### src/rtl/data_store_buffer_pkg.sv
// data_store_buffer_pkg: sram-like size encodings, store entry layout and read FSM states
package data_store_buffer_pkg;
  localparam logic [1:0] SZ_BYTE = 2'd0;
  localparam logic [1:0] SZ_HALF = 2'd1;
  localparam logic [1:0] SZ_WORD = 2'd2;
  typedef struct packed {
    logic [31:0] addr;
    logic [1:0]  size;
    logic [3:0]  wstrb;
    logic [31:0] wdata;
  } store_entry_t;
  typedef enum logic {RD_IDLE, RD_WAIT} rd_state_t;
endpackage

### src/rtl/data_store_buffer_store_fifo.sv
// data_store_buffer_store_fifo: in-order store queue with wrap-bit pointers
module data_store_buffer_store_fifo
  import data_store_buffer_pkg::*;
#(
  parameter int DEPTH = 4
) (
  input  logic         clk,
  input  logic         resetn,
  input  logic         push,
  input  logic         pop,
  input  store_entry_t din,
  output logic         full,
  output logic         empty,
  output store_entry_t head
);
  localparam int AW = $clog2(DEPTH);
  store_entry_t mem [DEPTH];
  logic [AW:0] wp, rp;
  assign full  = (wp[AW] != rp[AW]) && (wp[AW-1:0] == rp[AW-1:0]);
  assign empty = wp == rp;
  assign head  = mem[rp[AW-1:0]];
  always_ff @(posedge clk or negedge resetn)
    if (!resetn) begin
      wp <= '0;
      rp <= '0;
    end else begin
      if (push && !full) wp <= wp + 1'b1;
      if (pop && !empty) rp <= rp + 1'b1;
    end
  always_ff @(posedge clk)
    if (push && !full) mem[wp[AW-1:0]] <= din;
endmodule

### src/rtl/data_store_buffer.sv
// data_store_buffer: posted-write buffer; stores acked at once and drained in order, loads wait for all stores
module data_store_buffer
  import data_store_buffer_pkg::*;
#(
  parameter int DEPTH      = 4,
  parameter int MAX_WR_OUT = 4
) (
  input  logic        clk,
  input  logic        resetn,
  input  logic        cpu_req,
  input  logic        cpu_wr,
  input  logic [1:0]  cpu_size,
  input  logic [31:0] cpu_addr,
  input  logic [3:0]  cpu_wstrb,
  input  logic [31:0] cpu_wdata,
  output logic        cpu_addr_ok,
  output logic        cpu_data_ok,
  output logic [31:0] cpu_rdata,
  output logic        mem_req,
  output logic        mem_wr,
  output logic [1:0]  mem_size,
  output logic [31:0] mem_addr,
  output logic [3:0]  mem_wstrb,
  output logic [31:0] mem_wdata,
  input  logic        mem_addr_ok,
  input  logic        mem_data_ok,
  input  logic [31:0] mem_rdata
);
  localparam int CW = $clog2(MAX_WR_OUT + 1);
  localparam logic [CW-1:0] WR_MAX = CW'(MAX_WR_OUT);
  rd_state_t rd_state, rd_next;
  logic ready, ack_q, full, empty, idle, drain, load_ok, load_sel, push, pop, dec;
  logic [CW-1:0] wr_out;
  store_entry_t din, head;
  assign din = '{addr: cpu_addr, size: cpu_size, wstrb: cpu_wstrb, wdata: cpu_wdata};
  data_store_buffer_store_fifo #(.DEPTH(DEPTH)) u_fifo (
    .clk(clk), .resetn(resetn), .push(push), .pop(pop), .din(din),
    .full(full), .empty(empty), .head(head)
  );
  assign idle     = rd_state == RD_IDLE;
  assign drain    = ready && !empty && idle && (wr_out < WR_MAX);
  // loads only go out once nothing store-related is queued, in flight or still being acked
  assign load_ok  = ready && empty && (wr_out == '0) && idle && !ack_q;
  assign load_sel = load_ok && cpu_req && !cpu_wr;
  assign push     = ready && cpu_req && cpu_wr && !full && idle;
  assign pop      = drain && mem_addr_ok;
  assign dec      = idle && mem_data_ok && (wr_out != '0);
  assign cpu_addr_ok = push || (load_sel && mem_addr_ok);
  assign cpu_data_ok = ack_q || (!idle && mem_data_ok);
  assign cpu_rdata   = idle ? '0 : mem_rdata;
  assign mem_req   = drain || load_sel;
  assign mem_wr    = drain;
  assign mem_size  = drain ? head.size : load_sel ? cpu_size : SZ_BYTE;
  assign mem_addr  = drain ? head.addr : load_sel ? cpu_addr : '0;
  assign mem_wstrb = drain ? head.wstrb : '0;
  assign mem_wdata = drain ? head.wdata : '0;
  always_ff @(posedge clk or negedge resetn)
    if (!resetn) begin
      rd_state <= RD_IDLE;
      ready    <= 1'b0;
      ack_q    <= 1'b0;
      wr_out   <= '0;
    end else begin
      rd_state <= rd_next;
      ready    <= 1'b1;
      ack_q    <= push;
      wr_out   <= wr_out + CW'(pop) - CW'(dec);
    end
  always_comb begin
    rd_next = rd_state;
    rd_next = idle ? ((load_sel && mem_addr_ok) ? RD_WAIT : RD_IDLE)
                   : (mem_data_ok ? RD_IDLE : RD_WAIT);
  end
  // a store response with nothing in flight is a bridge protocol error
  assert property (@(posedge clk) disable iff (!resetn) !(idle && mem_data_ok && (wr_out == '0)));
endmodule

### config.mk
export PLATFORM = sky130hd
export DESIGN_NAME = data_store_buffer
export DESIGN_NICKNAME = d
export VERILOG_FILES = /design/src/rtl/data_store_buffer_pkg.sv /design/src/rtl/data_store_buffer_store_fifo.sv /design/src/rtl/data_store_buffer.sv
export SDC_FILE = /design/constraint.sdc
export NUM_CORES = 1
export LEC_CHECK = 0
export BUFFER_PORTS_ARGS = -buffer_cell sky130_fd_sc_hd__buf_4
export CELL_PAD_IN_SITES_DETAIL_PLACEMENT = 2
export CELL_PAD_IN_SITES_GLOBAL_PLACEMENT = 2
export CORE_MARGIN = 1.5
export CORE_UTILIZATION = 42
export DETAILED_ROUTE_END_ITERATION = 6
export PLACE_DENSITY = 0.79
export RECOVER_POWER = 25
export SLEW_MARGIN = 10
export SYNTH_ARGS = -nofsm -noshare
export SYNTH_HDL_FRONTEND = slang
export SYNTH_HIERARCHICAL = 1
export SYNTH_SLANG_ARGS = --single-unit
### constraint.sdc
create_clock -name clk -period 5.2 [get_ports clk]
set_input_delay 1.3 -clock clk [delete_from_list [all_inputs] [get_ports clk]]
set_output_delay 1.3 -clock clk [all_outputs]
set_load 0.1 [all_outputs]
# Yosys cells after proc, flatten, opt, wreduce, memory -nomap -nowiden
# Memory sizes are Yosys's and may differ from the RTL's.
# Index checks and enable logic that the tools add are counted.
totals:
  ff_bits: 12
  latch_bits: 0
  ramBits: 280
  rom_bits: 0
  inputBits: 108
  output_inout_bits: 106
  word_cells: 58
  n_memories: 1
mem_list:
  columns: ["memory", "words", "word_bits", "read_ports", "rd_ports_with_merged_regs", "wr", "line_no", "text"]
  rows:
  - ["u_fifo.mem", 4, 70, 1, 0, 1, "data_store_buffer_store_fifo.sv:17", "store_entry_t mem [DEPTH];"]
op_classes:
  addsub: 4
  multipliers: 0
  n_div: 0
  n_lt_le_gt_ge: 1
  eq_ne: 3
  shifts: 0
  mux: 12
  bitwise: 1
  n_reduce_logical: 30
op_table:
  columns: ["op", "n"]
  rows:
  - ["32-bit two-way mux", 4]
  - ["1-bit logical AND", 21]
  - ["3-bit by 1-bit adder with 3-bit output, second input constant", 2]
  - ["1-bit two-way mux", 5]
  - ["1-bit zero test", 4]
  - ["2-bit two-way mux", 2]
  - ["4-bit two-way mux", 1]
  - ["3-bit by 1-bit adder with 3-bit output", 1]
  - ["3-bit equality test", 1]
  - ["3-bit zero test", 1]
  - ["1-bit logical OR", 3]
  - ["3-bit less-than comparator, second input constant", 1]
  - ["3-bit nonzero test", 1]
  - ["3-bit by 1-bit subtractor with 3-bit output", 1]
  - ["2-bit equality test", 1]
  - ["1-bit inequality test", 1]
  - ["1-bit NOT", 1]

# Logic depth before layout (Yosys ltp)
# Gate-level depths: netlist (run 1).
logic_depth:
  word_depth: 10
  ltp_mapped: 10
  ltp_nobuf: 8

# Modules after synthesis
# The synthesis (run 1) kept the hierarchy.
by_module_without_submodules:
  columns: ["module", "instances", "cells_each", "area_per_inst_um2", "seq_area_each_um2"]
  rows:
  - ["data_store_buffer_store_fifo", 1, 414, 10570.1, 8558.2]
  - ["data_store_buffer", 1, 148, 1178.6, 150.1]

# Worst setup path after synthesis (run 1)
# OpenSTA, ideal clock, no wires.
synth_timing:
  path_type: "input-to-output"
  from: "input cpu_wr"
  to: "output cpu_addr_ok"
  t_arrival_ns: 3.585
  required_time_ns: 3.900
  setup_slack_ns: 0.315
  stages: 3
  n_path_buf: 0
  path_cell_list: "or3b_4 or3_2 a21oi_1"
synth_via:
  elab_chain_len: 4
  elab_cells_between_ends: 7
  classes_between: "7 x reduce/logical"
synth_lines:
  columns: ["item", "line_no", "text"]
  rows:
  - ["from (decl)", "data_store_buffer.sv:11", "input logic cpu_wr,"]
  - ["1-bit logical AND / 1-bit zero test (equally long branches)", "data_store_buffer.sv:45, data_store_buffer.sv:44", null]
  - ["1-bit logical AND, on equally long branches", "data_store_buffer.sv:45, data_store_buffer.sv:44", null]
  - ["1-bit logical AND, on equally long branches", "data_store_buffer.sv:45, data_store_buffer.sv:48", null]
  - ["1-bit logical OR (*)", "data_store_buffer.sv:48", "assign cpu_addr_ok = push || (load_sel && mem_addr_ok);"]
  - ["to (decl)", "data_store_buffer.sv:16", "output logic cpu_addr_ok,"]
# Mark *: on every way between the ends. The rest lies on a longest branch, timed or not.

==> results of run 1 <==
==> worst max-delay path by stage <==
stage | from | end | slack, ns
global route | u_fifo/rp[0] | mem_addr[24] | 0.11
detailed placement | u_fifo/rp[0] | mem_addr[24] | 0.88
floorplan | cpu_wr | cpu_addr_ok | 0.31
CTS | u_fifo/rp[0] | mem_addr[24] | 0.29
finish | u_fifo/rp[0] | mem_addr[24] | 0.40
global placement | u_fifo/rp[0] | mem_addr[25] | 0.93
==> power by group <==
group	switching (mW)	internal (mW)	leakage (nW)	total (mW)
clock network	0.908	1.34	0.506	2.25
registers	0.0824	2.76	2.67	2.84
logic	2.43	1.02	1.97	3.45
total	3.42	5.12	5.15	8.54
==> sequential cells by signal, indices dropped and copies added, names as in the netlist <==
register,count
u_fifo/rp,3
rd_state,1
ack_q,1
wr_out,3
u_fifo/wp,3
u_fifo/mem,280
ready,1
==> kinds of logic after synthesis <==
logic type | after synthesis
and+or+nand+nor | 90
xor gates and xnor gates | 11
AOI/OAI and AO/OA | 50
buffers and inverters | 40
other | 1
muxes | 70
DFF | 292
adders and majority gates | 8
==> metrics by stage <==
| stage | area (um^2) | std cells | util [%] |
|---|---|---|---|
| after floorplan | 11700 | 562 | - |
| after global placement | 13800 | 1135 | 49.9 |
| after detailed placement | 13800 | 1135 | 49.9 |
| after CTS | 14800 | 1192 | 53.7 |
| after global routing | 14700 | 1192 | 53.0 |
| final | 14700 | 1193 | 53.1 |
==> worst register-to-register path: cells and delay by family (launching register included) <==
| family | cells | cell delay (ns) |
|---|---|---|
| DFF | 1 | 0.43 |
| xor gates and xnor gates | 1 | 0.33 |
| and+or+nand+nor | 4 | 1.62 |
| buffers and inverters | 3 | 0.94 |
==> cell type report <==
type / instances / area share (%)
sequential: 292 / 59.5
multi-input combinational: 230 / 19.4
timing repair buffer: 225 / 10.6
clock buffer: 37 / 5.45
tap: 378 / 3.23
clock inverter: 20 / 1.57
inverter: 10 / 0.256
antenna: 1 / 0.0171
==> cell usage in the layout (no fill, tap or decap), drive strengths merged, types with 5 or more instances in the layout <==
cell type | synthesis | layout
edfxtp | 280 | 280
buf | 20 | 179
clkbuf | 10 | 83
mux4 | 70 | 70
and2 | 69 | 69
a22o | 35 | 35
clkinv | 0 | 14
dfrtp | 12 | 12
inv | 10 | 11
xnor2 | 7 | 7
ha | 7 | 7
a21oi | 5 | 5
bufinv | 0 | 5
o31ai | 5 | 5
==> layer usage <==
layer	track usage [%]	up-vias
met3	4.47	43
met5	0	-
li1	-	2745
met1	26.7	3372
met2	38.5	213
met4	4.69	4
==> summary.md, run 1 <==
| Metric | Value |
|---|---|
| YS warnings | `6` |
| Final worst slack | `slightly below 0.4 ns` |
| Synth area leaders | `edfxtp_1, mux4_2, and2_1` |
| Leading area contributor after synthesis | `edfxtp_1` |
| Predominant post-synthesis flop cell | `edfxtp_1` |
| Post-Synth XOR/XNOR Area | `less than 1%` |
| Overflow left after global routing | `0` |
| IO Pins | `about 210` |
| DRC Markers | `0` |
| Final Critical Period | `~4.8 ns` |
| Final setup violating endpoints | `0` |
| Worst Skew | `between 0.015 and 0.02 ns` |
| Cell Rows | `61` |
| Reg2Reg Setup Slack | `1.56 ns` |
| Area grow syn2layout | `24.8%` |
| WL final | `between 30,000 and 40,000 um` |
| Max Cap Viol | `0` |
| Complex-gate fraction of the synthesized area | `3.73%` |
| Multi-input logic area | `approximately 2800 um^2` |
| Crit. path cell count | `5` |
| Core area | `about 28,000 um^2` |
| Crit Reg-Reg Startpoint | `u_fifo/rp[0]` |
| TritonRoute pass-1 iters | `4` |
| Most numerous cell on the critical path | `buf_4` |
| Clk root buf | `clkbuf_16` |
| CTS clk-pin slew, worst paths | `0.06 ns` |
| Final Max Tran Viols | `0` |
| RePlAce Congestion | `around 0.73` |
| Share of layout cells above drive strength 1 | `between 30% and 40%` |
| Met1 Wirelength | `about 12,000 um` |
| Number of buffers inserted by hold repair at cts | `0` |
| Vias in the first global route | `slightly above 7,000` |
| Hold path start | `u_fifo/wp[2]` |
| Hold Path Class | `register to register` |
| Via count | `6,377` |
| Synth unique cells | `39` |
| Worst path required time | `between 3 and 4 ns` |
| Starting density of the core | `between 40 and 50%` |
| Dominant cell by count in the synthesized netlist | `edfxtp_1` |
| Post-synthesis mux area share | `about 13%` |
| Post-synth EDFFs | `280` |
| Final Power | `approximately 8.5 mW` |
| Largest net degree at the start of global routing | `48` |
| Synthesized area per cell | `~21 um^2` |
| Slew @ Worst Pin | `between 0.9 and 1 ns` |
| Die width | `~170 um` |
| Sequential element share of the synthesized area | `~74%` |
| Post-Synth Simple-Gate Area | `4.98%` |
| Hpwl dp | `roughly 20,000 um` |
| R2r worst-path depth | `8` |
| Highest routed layer | `met5` |
| Period utilisation layout | `between 90% and 100%` |
| Outcome | `finished clean` |
| Final Hold Viols | `0` |
| Setup CP Type | `register to output port` |
| CTS tree | `built` |
| Antenna-violating nets left | `0` |
| Crit-path slowest cell | `buf_4` |
| Die area | `about 29,000 um^2` |
| Ys async rst share | `4.11%` |
| Met3 WL post-DR | `1910 um` |
| FF+latch count, synth | `292` |
| Hold Slack | `slightly above 0.6 ns` |
| Postcts setup bufs | `0` |
| Critical path's largest stage delay | `0.83 ns` |
| Input/output buffers | `213` |
| Netlist Area Pre-Place | `around 12,000 um^2` |
| Reg-to-reg endpoint | `u_fifo/mem[1][67]` |
| Worst-Skew Late Latency | `0.57 ns` |
| Die Y | `between 150 and 200 um` |
| Adder-cell share of the synthesized area | `less than 1%` |
| Critical Path AT | `roughly 3.5 ns` |
| Area share of the largest cell type after synthesis | `71.6%` |
| Worst Path Buf+Inv | `3` |
| Fin Setup TNS | `0 ns` |
| Initial antenna violation count | `4` |
| Dpl ws | `between 0.8 and 0.9 ns` |
| Inserted Clock Buffers | `31` |
| Hold Path Stages | `1` |
| Top cells by count, synth | `edfxtp_1, mux4_2, and2_1, a22o_1, a22o_2` |
| Reg area | `roughly 8700 um^2` |
| Via density | `5.35` |
| CP max FO | `45` |
| Initial DRC Count | `363` |
| Worst VDD drop | `between 0.0003 and 0.0004 V` |
| Largest family of logic cells by synthesized area | `multiplexers` |
| Hold Path Sink | `u_fifo/wp[2]` |
| Max transition margin | `a little under two fifths` |
| Startpoint class of the critical path | `register` |
| Gate count of the mapped netlist | `roughly 560` |
| Endpoint type of the worst setup path | `output port` |
| Leak | `5.15 nW` |
| Clock sink count | `between 200 and 300` |
| RSZ-0062 raised after global routing | `false` |
| Top delay family on crit path | `buffers and inverters` |
| H-tree depth | `1` |
| Final nets | `slightly above 900` |
| First-pass GRT wire length | `between 40,000 and 50,000 um` |
| Synth Net Count | `between 600 and 700` |
| GRT Total Usage | `21.4%` |
| Fmax | `around 210 MHz` |
| PwrDens | `slightly below 600 nW/um^2` |
| Layout fillers | `2,459` |
| Worst path cell trace | `buf_4, buf_4, mux4_2, a22o_1, buf_4` |
| Bufs on Longest Clock Path | `3` |
| Met2 Wirelength | `16,100 um` |
| Post-cts gate resize count | `0` |
| Wire per inst | `between 20 and 30 um` |
No activity file was read; power rests on OpenSTA's default activity.
==> run 2: changes to the inputs <==
- GPL_TIMING_DRIVEN: not set -> 0
==> run 2 against run 1 <==
Sequential share of layout area is 0.77 points lower. Count of clock-buffer cells in the layout is 1 lower. Combinational power is 3% higher. Core utilization is 0.65 points higher. Sequential power hardly changed. Clock power is 4% lower. Largest power group unchanged.
==> summary.md, run 2 (synthesized netlist as in run 1, its figures left out) <==
| Metric | Value |
|---|---|
| Outcome | `finished clean` |
| Area grow syn2layout | `26.3%` |
| Endpoint type of the worst setup path | `output port` |
| Largest net degree at the start of global routing | `43` |
| Inserted Clock Buffers | `31` |
| GRT Total Usage | `between 20% and 30%` |
| Critical Path AT | `roughly 3.7 ns` |
| Post-Route Utilization | `a little over half` |
| DP Area | `about 14,000 um^2` |
| P_int | `5.07 mW` |
| Final Max Tran Viols | `0` |
| Vias in the first global route | `7,273` |
| Max transition margin | `38.3%` |
| Layout fillers | `between 2,000 and 2,500` |
| Share of layout cells above drive strength 1 | `between 30% and 40%` |
| Die area | `around 29,000 um^2` |
| Final Power | `8.53 mW` |
| Hold Slack | `around 0.60 ns` |
| Starting density of the core | `between 40% and 50%` |
| Input/output buffers | `around 210` |
| WL final | `approximately 31,000 um` |
| Startpoint class of the critical path | `register` |
| Overflow left after global routing | `0` |
| PwrDens | `575 nW/um^2` |
| Wire per inst | `25.6 um` |
| Final setup violating endpoints | `0` |
| H-tree depth | `1` |
| IO Pins | `214` |
| Max FFs per register | `280` |
| Worst-Skew Late Latency | `around 0.58 ns` |
| Die width | `between 150 and 200 um` |
| Post-cts gate resize count | `0` |
| Most frequent cells in the layout | `edfxtp_1, buf_4, mux4_2, and2_1, clkbuf_1` |
| Cell area after layout | `14,800 um^2` |
| Clk root buf | `clkbuf_16` |
| Comb pwr share | `between 40% and 50%` |
| Via density | `~5.3` |
| Setup CP Type | `register to output port` |
| Placed cells | `approximately 1,200` |
| Clock power share | `~25%` |
| Fmax | `between 200 and 250 MHz` |
| Switching Fraction | `about two fifths` |
| Worst Skew | `about 0.02 ns` |
| Antenna Diode Count | `0` |
| Final Critical Period | `approximately 5.0 ns` |
| Switch Pwr | `~3.5 mW` |
| Initial antenna violation count | `1` |
| Cell Rows | `61` |
| Slew @ Worst Pin | `roughly 0.92 ns` |
| Worst VDD drop | `between 0.0003 and 0.0004 V` |
| Postcts setup bufs | `0` |
| CTS clk-pin slew, worst paths | `about 0.060 ns` |
| Antenna-violating nets left | `0` |
| First-pass GRT wire length | `around 46,000 um` |
| Commonest non-fill, non-tap cell in the layout | `edfxtp_1` |
| Leak | `5.24 nW` |
| RSZ-0062 raised after global routing | `false` |
| Final Hold Viols | `0` |
| Hpwl dp | `roughly 21,000 um` |
| Number of buffers inserted by hold repair at cts | `0` |
| Via count | `roughly 6,400` |
| RePlAce Congestion | `about 0.75` |
| Max Cap Viol | `0` |
| CTS tree | `built` |
| Seq pwr share | `33.3%` |
| Final nets | `a little over 900` |
| Post-route insts no fill | `1,216` |
| Die Y | `about 170 um` |
| CP max FO | `10` |
| Clock sink count | `~290` |
| Bufs on Longest Clock Path | `3` |
| Initial DRC Count | `between 300 and 400` |
| Core area | `~28,000 um^2` |
| TritonRoute pass-1 iters | `4` |
| DRC Markers | `0` |
| Period utilisation layout | `a little over nine tenths` |
| Worst path required time | `around 4 ns` |
| Hold Path Class | `register to register` |
[run 2: per-stage QoR]
stage | TNS, ns | worst slack [ns]
2_1_floorplan | 0 | 0.315
3_3_place_gp | -154.89 | -1.30
3_5_place_dp | 0 | 0.733
4_1_cts | 0 | 0.134
5_1_grt | 0 | 0.0353
6_report | 0 | 0.238
[run 2: area by class of cell]
cell class                 instances  area, um^2  share of cell area (%)
buffer                            30         180                    1.21
inverter                          10        37.5                   0.253
sequential                       292        8710                    58.7
clock inverter                    20         183                    1.23
timing repair buffer             220        1620                    10.9
tap                              378         473                    3.19
multi-input combinational        230        2850                    19.2
clock buffer                      36         795                    5.35
[run 2: worst paths after layout]
check / startpoint / to / slack, ns / depth (start not counted)
min in group asynchronous: resetn / u_fifo/wp[2] / 0.78 / 1
max: u_fifo/rp[0] / mem_addr[2] / 0.24 / 7
min reg2reg: u_fifo/wp[2] / u_fifo/wp[2] / 0.60 / 1
max in group asynchronous: resetn / u_fifo/rp[0] / 3.93 / 1
max reg2reg: u_fifo/rp[0] / wr_out[2] / 1.54 / 10
min: u_fifo/wp[2] / u_fifo/wp[2] / 0.60 / 1
[run 2: power by group through the flow]
stage / Sequential [mW] / Clock, mW / Combinational, mW
after floorplan: 2.86 / 0 / 2.73
after global placement: 2.88 / 0 / 3.46
after detailed placement: 2.89 / 0 / 3.60
after CTS: 2.84 / 2.20 / 3.62
after global routing: 2.85 / 2.27 / 3.72
final: 2.84 / 2.15 / 3.54
[run 2: per-layer routing]
metal	share of wire [%]	vias up	track usage, %
li1	-	2791	-
met1	38	3373	26.0
met2	53	234	39.8
met3	6.6	48	5.02
met4	2.2	2	5.43
met5	0.035	-	0
[run 2: critical path, stage by stage, from the launching register on]
cell      delay (ns)
dfrtp_1         0.41
buf_6           0.18
xor2_2          0.35
nor3_1          0.18
nor4b_4         0.86
clkbuf_1        0.51
a22o_1          0.29
buf_4           0.31
